### config.mk
export PLATFORM = sky130hd
export DESIGN_NAME = sent_tx_crc_engine
export DESIGN_NICKNAME = d
export VERILOG_FILES = /design/src/rtl/sent_tx_crc_engine.sv
export SDC_FILE = /design/constraint.sdc
export NUM_CORES = 1
export LEC_CHECK = 0
export ABC_CLOCK_PERIOD_IN_PS = 5770
export CORE_MARGIN = 2
export CORE_UTILIZATION = 25
export DETAILED_ROUTE_END_ITERATION = 16
export PLACE_DENSITY = 0.47
export SYNTH_ARGS = -nofsm -noshare
export SYNTH_HDL_FRONTEND = slang
export SYNTH_SLANG_ARGS = --single-unit
### constraint.sdc
create_clock -name clk_tx -period 5.77 [get_ports clk_tx]
set_input_delay 0.577 -clock clk_tx [delete_from_list [all_inputs] [get_ports clk_tx]]
set_output_delay 0.577 -clock clk_tx [all_outputs]
set_load 0.05 [all_outputs]
### src/rtl/sent_tx_crc_engine.sv
// SENT transmit CRC engine: nibble-serial 4-bit and enhanced 6-bit CRC
// with a received-CRC comparison and an illegal-mode flag.
module sent_tx_crc_engine #(
    parameter logic [3:0] SEED4 = 4'b0101,
    parameter logic [4:0] POLY4 = 5'b11101,
    parameter logic [5:0] SEED6 = 6'b010101,
    parameter logic [6:0] POLY6 = 7'b1011001
) (
    input  logic        clk_tx,
    input  logic        reset_n_tx,
    input  logic        start_crc,
    input  logic [2:0]  enable_crc_gen,
    input  logic [23:0] data_gen_crc,
    input  logic [5:0]  crc_exp,
    output logic        busy_crc,
    output logic        done_crc,
    output logic [5:0]  crc_gen,
    output logic        crc_match,
    output logic        mode_err
);

    typedef enum logic [1:0] {
        IDLE,
        SHIFT,
        FLUSH,
        DONE
    } state_t;

    state_t      state_q;
    state_t      state_d;
    logic [2:0]  cnt_q;
    logic [2:0]  n_q;
    logic        enh_q;
    logic [5:0]  sr_q;
    logic [23:0] data_q;
    logic [5:0]  exp_q;
    logic [5:0]  crc_q;
    logic        match_q;
    logic        err_q;

    logic        legal;
    logic        enh;
    logic [2:0]  n_dec;
    logic [23:0] data_algn;
    logic [5:0]  shift_res;
    logic [5:0]  flush_res;
    logic        last_nib;

    // Feed the low nbits of din, MSB first, through the division register.
    function automatic logic [5:0] crc_feed(
        input logic [5:0] r,
        input logic [5:0] din,
        input logic       e,
        input logic [2:0] nbits
    );
        logic [5:0] c;
        logic       msb;
        c = r;
        for (int i = 5; i >= 0; i--) begin
            if (i < int'(nbits)) begin
                if (e) begin
                    msb = c[5];
                    c = {c[4:0], din[i]} ^ (msb ? POLY6[5:0] : 6'd0);
                end else begin
                    msb = c[3];
                    c = {2'b00, c[2:0], din[i]}
                      ^ (msb ? {2'b00, POLY4[3:0]} : 6'd0);
                end
            end
        end
        return c;
    endfunction

    // Left-align the used field so nibble 0 always sits in [23:20].
    always_comb begin
        legal     = 1'b1;
        enh       = 1'b0;
        n_dec     = 3'd6;
        data_algn = data_gen_crc;
        case (enable_crc_gen)
            3'b011, 3'b100: begin
                n_dec     = 3'd3;
                data_algn = {data_gen_crc[11:0], 12'd0};
            end
            3'b010: begin
                n_dec     = 3'd4;
                data_algn = {data_gen_crc[15:0], 8'd0};
            end
            3'b001: n_dec = 3'd6;
            3'b101: enh = 1'b1;
            default: legal = 1'b0;
        endcase
    end

    assign shift_res = crc_feed(sr_q, {2'b00, data_q[23:20]},
                                enh_q, 3'd4);
    assign flush_res = crc_feed(sr_q, 6'd0, enh_q,
                                enh_q ? 3'd6 : 3'd4);
    assign last_nib  = (cnt_q == n_q - 3'd1);

    always_comb begin
        state_d = state_q;
        unique case (state_q)
            IDLE: begin
                if (start_crc) begin
                    state_d = legal ? SHIFT : DONE;
                end
            end
            SHIFT: begin
                if (last_nib) begin
                    state_d = FLUSH;
                end
            end
            FLUSH:   state_d = DONE;
            DONE:    state_d = IDLE;
            default: state_d = IDLE;
        endcase
    end

    always_ff @(posedge clk_tx or negedge reset_n_tx) begin
        if (!reset_n_tx) begin
            state_q <= IDLE;
        end else begin
            state_q <= state_d;
        end
    end

    always_ff @(posedge clk_tx or negedge reset_n_tx) begin
        if (!reset_n_tx) begin
            cnt_q   <= 3'd0;
            n_q     <= 3'd0;
            enh_q   <= 1'b0;
            sr_q    <= 6'd0;
            data_q  <= 24'd0;
            exp_q   <= 6'd0;
            crc_q   <= 6'd0;
            match_q <= 1'b0;
            err_q   <= 1'b0;
        end else begin
            case (state_q)
                IDLE: begin
                    if (start_crc && legal) begin
                        cnt_q  <= 3'd0;
                        n_q    <= n_dec;
                        enh_q  <= enh;
                        sr_q   <= enh ? SEED6 : {2'b00, SEED4};
                        data_q <= data_algn;
                        exp_q  <= crc_exp;
                    end else if (start_crc) begin
                        crc_q   <= 6'd0;
                        match_q <= 1'b0;
                        err_q   <= 1'b1;
                    end
                end
                SHIFT: begin
                    sr_q   <= shift_res;
                    data_q <= {data_q[19:0], 4'd0};
                    cnt_q  <= cnt_q + 3'd1;
                end
                FLUSH: begin
                    sr_q    <= flush_res;
                    crc_q   <= flush_res;
                    match_q <= (flush_res == exp_q);
                    err_q   <= 1'b0;
                end
                default: ;
            endcase
        end
    end

    assign busy_crc  = (state_q != IDLE);
    assign done_crc  = (state_q == DONE);
    assign crc_gen   = crc_q;
    assign crc_match = match_q;
    assign mode_err  = err_q;

endmodule
=== After elaboration in Yosys (flattened, before gate mapping) ===
Index checks and enable logic that the tools add are counted.

* Add/subtract/negate cells: 2
* Divide/modulo/power cells: 0
* Muxes and demuxes: 59
* Reduce and logical (&&, ||, !) cells: 13
* $lt $le $gt $ge: 6
* Shift-type cells: 0
* Bitwise logic cells: 20
* Multiply operators: 0
* Eq/ne operators: 14

{| class="wikitable"
|+ Operators with widths
! cell !! count
|-
| $mux W6 || 19
|-
| $pmux W24 S2 || 2
|-
| $xor A6 B5 Y6 || 9
|-
| $mux W5 || 10
|-
| $mux W4 || 9
|-
| $xor A4 B4 Y4 || 9
|-
| $mux W24 || 1
|-
| $pmux W6 S3 || 1
|-
| $pmux W3 S2 || 2
|-
| $pmux W6 S2 || 1
|-
| $mux W2 || 4
|-
| $ne A2 B2 Y1 const B || 4
|-
| $pmux W2 S4 || 1
|-
| $reduce_and A2 Y1 || 4
|-
| $eq A3 B2 Y1 const B || 2
|-
| $eq A3 B3 Y1 const B || 2
|-
| $eq A6 B6 Y1 || 1
|-
| $lt A1 B3 Y1 const A || 2
|-
| $lt A2 B3 Y1 const A || 2
|-
| $lt A3 B3 Y1 const A || 2
|-
| $mux W1 || 6
|-
| $reduce_bool A2 Y1 || 3
|-
| $xor A4 B6 Y6 || 1
|-
| $xor A6 B6 Y6 || 1
|-
| 14 further kinds || 16
|}

* ROM bits: 0
* Logic and storage cells: 124
* Output and inout bits: 10
* Memories kept: 0
* Bits in latches: 0
* Memory bits (writable): 0
* Input bits: 36
* Register bits after elaboration: 53

=== Depth between registers and ports, before layout ===
* Depth after elaboration: 26
* Depth in mapped cells: 9
* Depth with buffers taken out: 7

=== Worst setup path after synthesis ===
No wires, ideal clock.

* Path type: input to register
* From: in enable_crc_gen[0]
* To: reg data_q[10]
* Setup slack: 3.633 ns
* Cell stages on the path: 8
* Buffers on the path: 3
* Library setup time: 0.127 ns
* Data required time: 5.643 ns
* Arrival: 2.010 ns
* Path through: clkbuf_1 > or2_1 > clkbuf_1 > o211ai_2 > nor2_2 > nor2_4 > clkbuf_2 > o21ai_0

* Word-level cells in the longest chain between the ends: 6
* Elaborated cells on any way between the ends: 14
* Those cells by class: 6 x eq/ne; 4 x mux; 4 x reduce/logical

{| class="wikitable"
|+ Ends and longest elaborated chain
! element !! RTL line !! RTL
|-
| start: declaration || 12 || <nowiki>input logic [2:0] enable_crc_gen,</nowiki>
|-
| $eq A3 B2 Y1, or another cell as far along || 80 || <nowiki>case (enable_crc_gen)</nowiki>
|-
| $reduce_or A5 Y1 (no source line) || - ||
|-
| $mux W1 || 80 ||
|-
| $logic_and A1 B1 Y1 || 142 || <nowiki>if (start_crc && legal) begin</nowiki>
|-
| $ne A2 B2 Y1 (no source line) || - ||
|-
| $reduce_and A2 Y1 (no source line) || - ||
|-
| end signal: assignment || 147 || <nowiki>data_q <= data_algn;</nowiki>
|-
| end signal: assignment || 157 || <nowiki>data_q <= {data_q[19:0], 4'd0};</nowiki>
|-
| end: declaration || 35 || <nowiki>logic [23:0] data_q;</nowiki>
|}

Parallel ways exist; a longest one is shown, timed or not. The select of a mux whose other input is x is not followed.
A chain may end at the register's enable or synchronous reset.

=== Worst setup path after layout ===
* From: in enable_crc_gen[0]
* To: reg match_q, in the netlist crc_match

* Word-level cells in the longest chain between the ends: 6
* Elaborated cells on any way between the ends: 10
* Those cells by class: 6 x eq/ne; 1 x mux; 3 x reduce/logical

{| class="wikitable"
|+ Ends and longest elaborated chain
! element !! RTL line !! RTL
|-
| $eq A3 B2 Y1, or another cell as far along || 80 ||
|-
| $reduce_or A5 Y1 (no source line) (*) || - ||
|-
| $mux W1 (*) || 80 ||
|-
| $logic_and A1 B1 Y1 (*) || 142 ||
|-
| $ne A2 B2 Y1 (no source line) (*) || - ||
|-
| $reduce_and A3 Y1 (no source line) (*) || - ||
|-
| end signal: assignment || 163 || <nowiki>match_q <= (flush_res == exp_q);</nowiki>
|-
| end: declaration || 38 || <nowiki>logic match_q;</nowiki>
|}

Mark *: on every way between the ends. The rest lies on a longest branch, timed or not.

==> metrics.md <==
| Metric | Value |
|---|---|
| Clock Power Share | `0.136` |
| Core footprint | `around 0.014 sq mm` |
| Fmax | `293 MHz` |
| CTS tree | `yes` |
| Cell variety after synth | `between 40 and 50` |
| Largest net degree at the start of global routing | `54` |
| Async set-or-reset flop fraction in the synthesized netlist | `1.00` |
| Inserted Diodes | `0` |
| WP data arrival | `3.58 ns` |
| Clock Tree Root | `clkbuf_16` |
| DRT Pass-1 Iters | `4` |
| Clk Latency, worst-skew pair | `0.30 ns` |
| Yosys reg bits | `53` |
| Layout area overhead | `18.8%` |
| Grt ovf | `0` |
| Wirelength per Cell | `roughly 16 um` |
| Antenna viol nets, final | `0` |
| Die Y-Extent | `124 um` |
| Antenna violations before repair | `0` |
| Max_cap viols | `0` |
| Unrepaired setup endpoints after global routing | `false` |
| Postcts setup bufs | `0` |
| Total number of vias | `approximately 3200` |
| Worst Tran Pin Value | `just under 1 ns` |
| PortBufs | `45` |
| Critical path type | `in2reg` |
| Layout Skew | `0.00597 ns` |
| Net count, final | `480` |
| Clock-pin slew on the worst setup and hold paths | `0.07 ns` |
| Type of the tightest min-delay check | `in2async` |
| Post-layout min period | `3.41 ns` |
| DP Area | `0.00415 sq mm` |
| Reg power frac | `0.300` |
| Initial core utilization | `0.258` |
| Rows | `43` |
| Post-Route Setup TNS | `0 ns` |
| Synth warn | `0` |
| Remaining DRCs | `0` |
| Dpl hpwl | `approximately 6600 um` |
| Critical Path RT | `5.94 ns` |
| Final setup viols | `0` |
| IO Pins | `46` |
| Share of cells above drive strength 1 | `0.0458` |
| Leakage | `0.00166 uW` |
| Post-Route Utilization | `0.307` |
| Area of the multi-input gates | `around 0.0021 sq mm` |
| Post-Syn Instances | `418` |
| Clk sinks | `53` |
| Syn Std Cell Area | `0.00361 sq mm` |
| Net Sw Frac | `0.465` |
| Post-cts resize count | `0` |
| Iter 0 DRT Violations | `168` |
| Worst setup EP type | `register` |
| Synth Net Count | `roughly 460` |
| Final wirelength | `9900 um` |
| Maximum vdd drop | `0.000133 V` |
| Final GP Congestion | `0.750` |
| P per Cell Area | `530 mW/mm^2` |
| Post-CTS Hold Buffers | `0` |
| FILL cells | `around 1500` |
| Clock Tree Buf Depth | `2` |
| Seq/Total Area, Yosys | `0.367` |
| EDFF count, synth | `0` |
| CP cell instances | `clkdlybuf4s50_1, or2_1, o21ai_0, and3_1, a21oi_1, nand4b_1, o41ai_2` |
| CP max stage cell | `clkdlybuf4s50_1` |
| Syn Area/Cell | `slightly below 9 sq um` |
| Slew HR | `0.359` |
| Fin. max-slew vios | `0` |
| All-Layer GR Usage | `0.129` |
| First-pass GRT wire length | `roughly 16000 um` |
| Fin. Hold Viols | `0` |
| Register area | `roughly 0.0013 sq mm` |
| Period utilisation layout | `0.591` |
| Int Pwr | `~1200 uW` |
| H-tree depth | `2` |
| CP peak stage delay | `0.89 ns` |
| P_sw | `1060 uW` |
| Crit path max fanout | `17` |
| TritonCTS Buffers | `5` |
| Critical path startpoint category | `input pin` |
| Top FF cell, synth | `dfrtp_1` |
| Via-to-Cell Ratio | `approximately 5.2` |
| Status | `complete, no violations` |
| Die area | `0.0154 sq mm` |
| Die Width | `between 100 and 150 um` |
| Vias in the first global route | `3061` |
| Final Cell Area | `approximately 0.0043 sq mm` |
| Logic gate share of total power | `0.564` |
-- power groups by stage --
stage,sequential (uW),clock (uW),combinational [uW]
after floorplan,659,0,1020
after global placement,688,0,1270
after detailed placement,692,0,1290
after CTS,685,321,1290
after global routing,709,336,1430
final,683,310,1280
-- per-stage QoR --
step	instances	hold WS (ns)	worst slack, ns	power (uW)
3_3_place_gp	610	0.461	2.15	1950
6_report	617	0.385	2.36	2270
2_1_floorplan	418	0.281	3.63	1680
4_1_cts	617	0.443	2.42	2300
5_1_grt	617	0.484	2.15	2480
3_5_place_dp	610	0.470	2.11	1980
-- synth_stat cells, types with 2 or more instances --
master	instances	area share
or2_1	2	0.0035
clkbuf_1	21	0.022
nand3_1	4	0.0055
nor3_1	8	0.011
xnor2_1	27	0.065
a22oi_1	6	0.012
clkbuf_2	2	0.0028
xor2_1	13	0.031
nor2b_1	2	0.0035
a22o_1	6	0.015
and3_1	2	0.0035
mux2i_1	7	0.019
ha_1	7	0.024
o21ai_0	43	0.060
or3_1	12	0.021
o221ai_1	25	0.061
a41oi_1	2	0.0048
o31ai_1	4	0.0083
a221oi_1	17	0.041
dfrtp_1	53	0.37
buf_2	14	0.019
nand2_1	65	0.067
a31oi_1	3	0.0052
nor2_1	10	0.010
inv_1	12	0.012
a311oi_1	2	0.0048
a21oi_1	27	0.037
o22ai_1	2	0.0035
-- flip-flops by register name, summed over array words and instances (netlist names) --
signal	cells
state_q	2
crc_gen	6
enh_q	1
crc_match	1
data_q	24
sr_q	6
n_q	3
cnt_q	3
exp_q	6
mode_err	1
-- per-layer routing --
metal / wire, um / global-route usage
met1: 4910 / 0.185
met2: 4300 / 0.194
met3: 511 / 0.0254
met4: 178 / 0.0416
met5: 0 / 0
-- cell families (layout without fill, tap and decap cells) --
group	Yosys count	count (layout)	share of synthesized area
AO/OA/AOI/OAI	145	145	0.274
adder cells (fa/ha/maj)	7	7	0.0242
flip-flops	53	53	0.367
multiplexers	8	8	0.0225
buffers and inverters	50	69	0.0595
AND/OR/NAND/NOR	113	113	0.142
XOR/XNOR	42	42	0.111
-- worst paths after layout --
path | end | cells past startpoint | slack, ns | from
worst max-delay path | crc_match$_DFFE_PN0P_ | 7 | 2.36 | enable_crc_gen[0]
worst min-delay path | exp_q[1]$_DFFE_PN0P_ | 2 | 0.38 | reset_n_tx
worst max register to register | crc_match$_DFFE_PN0P_ | 6 | 3.36 | sr_q[2]$_DFFE_PN0P_
worst min register to register | crc_gen[3]$_DFFE_PN0P_ | 2 | 0.48 | crc_gen[3]$_DFFE_PN0P_
max in group asynchronous | data_q[8]$_DFFE_PN0P_ | 2 | 4.87 | reset_n_tx
min in group clk_tx | crc_gen[3]$_DFFE_PN0P_ | 2 | 0.48 | crc_gen[3]$_DFFE_PN0P_
-- cells in the final DEF (no fill, tap or decap), types with 2 or more instances in the layout --
| cell | instances |
|---|---|
| a41oi_1 | 2 |
| a22oi_1 | 6 |
| clkbuf_16 | 5 |
| nand3_1 | 4 |
| o21ai_0 | 43 |
| xnor2_1 | 27 |
| and3_1 | 2 |
| or2_1 | 2 |
| nor2_1 | 10 |
| a311oi_1 | 2 |
| mux2i_1 | 7 |
| a22o_1 | 6 |
| o31ai_1 | 4 |
| a221oi_1 | 17 |
| nor3_1 | 8 |
| o221ai_1 | 25 |
| a21oi_1 | 27 |
| nand2_1 | 65 |
| or3_1 | 12 |
| nor2b_1 | 2 |
| buf_4 | 5 |
| ha_1 | 7 |
| clkdlybuf4s50_1 | 44 |
| xor2_1 | 13 |
| dfrtp_1 | 53 |
| inv_1 | 12 |
| o22ai_1 | 2 |
| a31oi_1 | 3 |
-- layout make-up --
| cell class | instances | area share |
|---|---|---|
| sequential | 53 | 0.309 |
| timing repair buffer | 50 | 0.112 |
| inverter | 12 | 0.0105 |
| tap | 180 | 0.0524 |
| multi-input combinational | 315 | 0.483 |
| clock buffer | 7 | 0.0332 |
-- worst max-delay path: cells and delay by family --
family,cells,cell delay [ns]
buffers and inverters,1,0.89
and+or+nand+nor,3,1.02
AOI/OAI and AO/OA,3,1.08
Power figures use the tool's default switching activity.
==> patch 1, RTL diff (config.mk and constraints unchanged) <==
Register the inputs `start_crc`, `enable_crc_gen`, `data_gen_crc` and `crc_exp` before use, without a reset. The logic sees them one clock later.
--- a/src/rtl/sent_tx_crc_engine.sv
+++ b/src/rtl/sent_tx_crc_engine.sv
@@ -26,4 +26,16 @@
         DONE
     } state_t;
+
+    logic start_crc_q;
+    logic [2:0] enable_crc_gen_q;
+    logic [23:0] data_gen_crc_q;
+    logic [5:0] crc_exp_q;
+
+    always_ff @(posedge clk_tx) begin
+        start_crc_q      <= start_crc;
+        enable_crc_gen_q <= enable_crc_gen;
+        data_gen_crc_q   <= data_gen_crc;
+        crc_exp_q        <= crc_exp;
+    end
 
     state_t      state_q;
@@ -77,13 +89,13 @@
         enh       = 1'b0;
         n_dec     = 3'd6;
-        data_algn = data_gen_crc;
-        case (enable_crc_gen)
+        data_algn = data_gen_crc_q;
+        case (enable_crc_gen_q)
             3'b011, 3'b100: begin
                 n_dec     = 3'd3;
-                data_algn = {data_gen_crc[11:0], 12'd0};
+                data_algn = {data_gen_crc_q[11:0], 12'd0};
             end
             3'b010: begin
                 n_dec     = 3'd4;
-                data_algn = {data_gen_crc[15:0], 8'd0};
+                data_algn = {data_gen_crc_q[15:0], 8'd0};
             end
             3'b001: n_dec = 3'd6;
@@ -103,5 +115,5 @@
         unique case (state_q)
             IDLE: begin
-                if (start_crc) begin
+                if (start_crc_q) begin
                     state_d = legal ? SHIFT : DONE;
                 end
@@ -140,5 +152,5 @@
             case (state_q)
                 IDLE: begin
-                    if (start_crc && legal) begin
+                    if (start_crc_q && legal) begin
                         cnt_q  <= 3'd0;
                         n_q    <= n_dec;
@@ -146,6 +158,6 @@
                         sr_q   <= enh ? SEED6 : {2'b00, SEED4};
                         data_q <= data_algn;
-                        exp_q  <= crc_exp;
-                    end else if (start_crc) begin
+                        exp_q  <= crc_exp_q;
+                    end else if (start_crc_q) begin
                         crc_q   <= 6'd0;
                         match_q <= 1'b0;
Behaviour: not the same (a bounded check fails within 4 cycles, from zero or initial values and one cycle with reset_n_tx low).
==> patch 1 against the original RTL <==
  * Cell area grew 15%
  * Sequential cell count grew 34
  * Sequential share of layout area grew 9.8 points
  * Synthesized area grew 12%
  * Worst setup slack gained 0.49 ns
  * Maximum frequency grew 17%
  * Power grew 20%
  * Wire length shrank 4.4%
  * Synthesized cell count grew 0.72%
  * Count of clock-buffer cells in the layout grew 2
  * Critical endpoint is now data_q[18]
  * Largest cell class is now sequential cells
==> patch 1: results (changes against the original RTL) <==
[drt]
wl_met2_um = 4320  ; was 4300 um
routed_wl_um = 9470  ; was 9900 um
wl_met1_um = 4550  ; was 4910 um
wl_met3_um = 441  ; was 511 um
first_iter_violations = 207  ; was 168
vias = 3010  ; was 3227

[yosys]
synthTopCellsByArea = dfrtp_1, dfxtp_1, nand2_1, o21ai_0, xnor2_1  ; was dfrtp_1, nand2_1, xnor2_1, o221ai_1, o21ai_0
ys_top_cells_by_count = nand2_1, dfrtp_1, o21ai_0, dfxtp_1, xnor2_1  ; was nand2_1, dfrtp_1, o21ai_0, a21oi_1, xnor2_1
ys_seq_area_frac = 0.494  ; was 0.367
synthArstFlopShare = 0.609  ; was 1.00
synth_fp_nets = 464  ; was 461

[global_route]
grt_pass1_vias = 2955  ; was 3061
grtUsageMet2 = 0.182  ; was 0.194
grt_first_pass_wirelength_um = 15700  ; was 16400 um
track_usage = 0.115  ; was 0.129

[setup_path]
cp.arrival_ns = 3.19  ; was 3.58 ns
path_max_fanout = 28  ; was 17
cpPeakStageDelay_ns = 0.93  ; was 0.89 ns
cp-startpoint = enable_crc_gen_q[1]  ; was enable_crc_gen[0]
critical-path-top-delay-family = simple AND/OR/NAND/NOR gates  ; was compound AO/OA/AOI/OAI gates

[pwr]
power.share.clock = 0.208  ; was 0.136
power_frac_seq = 0.344  ; was 0.300
p_leak_nw = 2.00  ; was 1.66 nW
internal-power_mw = 1.59  ; was 1.22 mW

[placed_design]
hpwl_um = 6560  ; was 6590 um
place_congestion = 0.836  ; was 0.750
dpl_cell_area_um2 = 4650  ; was 4150 um^2

[status]
status = finished clean  ; unchanged

[final_layout]
drive_gt1_frac = 0.0662  ; was 0.0458
final_nets = 491  ; was 480

[sta]
fin_skew_ns = 0.00707  ; was 0.00597 ns

[clock_network]
htreeDepth = 3  ; was 2
clk-insertion-delay-late_ns = 0.35  ; was 0.30 ns

## patch 1: cell families (layout without fill, tap and decap cells)
logic type                 Yosys count  after routing  share of synthesized area
buffers and inverters               41             73                     0.0468
muxes                                8              8                     0.0206
adders and majority gates            7              7                     0.0216
AOI/OAI and AO/OA                  137            137                      0.217
DFF                                 87             87                      0.494
and+or+nand+nor                    106            106                      0.109
xor gates and xnor gates            35             35                     0.0918
## patch 1: per-stage QoR
stage,worst slack (ns),instances,hold WS [ns],power [mW]
6_report,2.85,669,0.353,2.72
3_5_place_dp,2.90,653,0.414,2.18
2_1_floorplan,3.69,421,0.281,1.91
5_1_grt,2.48,669,0.425,2.93
3_3_place_gp,3.05,653,0.414,2.17
4_1_cts,2.86,669,0.393,2.77
## patch 1: area by class of cell
class | instances | area [um^2]
Timing Repair Buffer | 48 | 468
Clock inverter | 7 | 66.3
Multi-Input combinational cell | 293 | 1870
Clock buffer | 9 | 225
Fill cell | 1683 | 10900
Tap cell | 216 | 270
Inverter | 9 | 33.8
Sequential cell | 87 | 2010
==> patch 2, RTL diff (same settings) <==
Without the edit above. Encoding of `state_t`: now one-hot (4 bits for 4 states).
--- a/src/rtl/sent_tx_crc_engine.sv
+++ b/src/rtl/sent_tx_crc_engine.sv
@@ -20,9 +20,9 @@
 );
 
-    typedef enum logic [1:0] {
-        IDLE,
-        SHIFT,
-        FLUSH,
-        DONE
+    typedef enum logic [3:0] {
+        IDLE  = 4'b0001,
+        SHIFT = 4'b0010,
+        FLUSH = 4'b0100,
+        DONE  = 4'b1000
     } state_t;
 
Behaviour: same outputs for any inputs over 4 cycles, from zero or initial values and one cycle with reset_n_tx low; so few cycles prove little.
==> patch 2 against the original RTL <==
  * Clock skew increased by 0.0038 ns
  * Synthesized area decreased by 4.2%
  * Cell area decreased by 2.5%
  * Power decreased by 12%
  * Global-route usage increased by 0.27 points
  * Utilization decreased by 0.17 points
  * Wire length decreased by 3.1%
  * Sequential power increased by 3%
  * Highest routed layer unchanged
  * Via count decreased by 7.3%
  * Sequential share of layout area increased by 2.0 points
  * Worst setup slack got worse by 0.053 ns
  * Largest power group unchanged
  * Largest cell class unchanged
  * Sequential cell count increased by 2
==> patch 2: results (changes against the original RTL) <==
[status]
status = finished clean  ; unchanged

[final_layout]
buf_share = 0.112  ; about the same
final_nets = 464  ; was 480
clkCellAreaFrac = 0.0379  ; was 0.0332
fillerInstances = 1460  ; was 1480
multi_input_area_share = 0.457  ; was 0.483
signal_buffers = 48  ; was 50
clockBufferCount = 5  ; was 7
finalNonFillerCells = 607  ; was 617
nMultiInputCombCells = 304  ; was 315
drive_gt1_frac = 0.0585  ; was 0.0458
seqCellArea_um2 = 1380  ; was 1330 um^2

[yosys]
syn_inst = 399  ; was 418
synth_fp_nets = 437  ; was 461
synthTopCellsByArea = dfrtp_1, nand2_1, xnor2_1, o21ai_0, nor2_1  ; was dfrtp_1, nand2_1, xnor2_1, o221ai_1, o21ai_0
ys_top_cells_by_count = nand2_1, dfrtp_1, nor2_1, o21ai_0, xnor2_1  ; was nand2_1, dfrtp_1, o21ai_0, a21oi_1, xnor2_1
ys_seq_area_frac = 0.398  ; was 0.367

[placed_design]
place_ws_ns = 1.89  ; was 2.11 ns
place_congestion = 0.765  ; was 0.750
hpwl_um = 6890  ; was 6590 um
dpl_cell_area_um2 = 4030  ; was 4150 um^2
placed_cells = 599  ; was 610

[global_route]
track_usage = 0.132  ; was 0.129
gr-usage-met1 = 0.196  ; was 0.185
grt_first_pass_wirelength_um = 15500  ; was 16400 um
use_met3 = 0.0206  ; was 0.0254
grt_max_degree = 56  ; was 54

[setup_path]
cp.arrival_ns = 3.65  ; was 3.58 ns
cpPeakStageDelay_ns = 1.13  ; was 0.89 ns
path_max_fanout = 33  ; was 17
regToRegStartpoint = state_q[0]  ; was sr_q[2]
reg2reg_to = data_q[5]  ; was crc_match
reg2reg_slack_ns = 3.08  ; was 3.36 ns

[drt]
routed_wl_um = 9600  ; was 9900 um
wl_met2_um = 4280  ; was 4300 um
drt_first_pass_iters = 5  ; was 4
first_iter_violations = 221  ; was 168
wl_met3_um = 325  ; was 511 um
wl_met1_um = 4920  ; was 4910 um

[sta]
worst-slew-pin-transition_ns = 0.997  ; was 0.961 ns
period_minus_slack_ns = 3.46  ; was 3.41 ns
fin_skew_ns = 0.00973  ; was 0.00597 ns
whs_ns = 0.414  ; was 0.385 ns

[pwr]
p_leak_nw = 1.72  ; was 1.66 nW

-- patch 2: cell types whose count changed in the layout (fill, tap and decap cells not counted), moves of 13 or more --
| cell | delta |
|---|---|
| nor2_1 | +22 |
| o221ai_1 | -16 |
| a221oi_1 | -15 |
| o211ai_1 | +13 |
| o21ai_0 | -13 |
-- patch 2: report_power, final --
part	internal (mW)	switching, mW	leakage (nW)	total, mW
Clock	0.168	0.165	0.0772	0.333
Combinational	0.431	0.538	0.953	0.968
Sequential	0.534	0.167	0.688	0.702
-- patch 2: cells by family after synthesis --
| family | share of synthesized area |
|---|---|
| AO/OA/AOI/OAI | 0.254 |
| adder cells (fa/ha/maj) | 0.00722 |
| flip-flops | 0.398 |
| AND/OR/NAND/NOR | 0.160 |
| multiplexers | 0.0202 |
| buffers and inverters | 0.0498 |
| XOR/XNOR | 0.112 |
-- patch 2: critical path: cells and delay by family --
kind,cells,cell delay (ns)
buf+inv,2,1.20
compound gates,1,0.40
simple gates,4,1.47
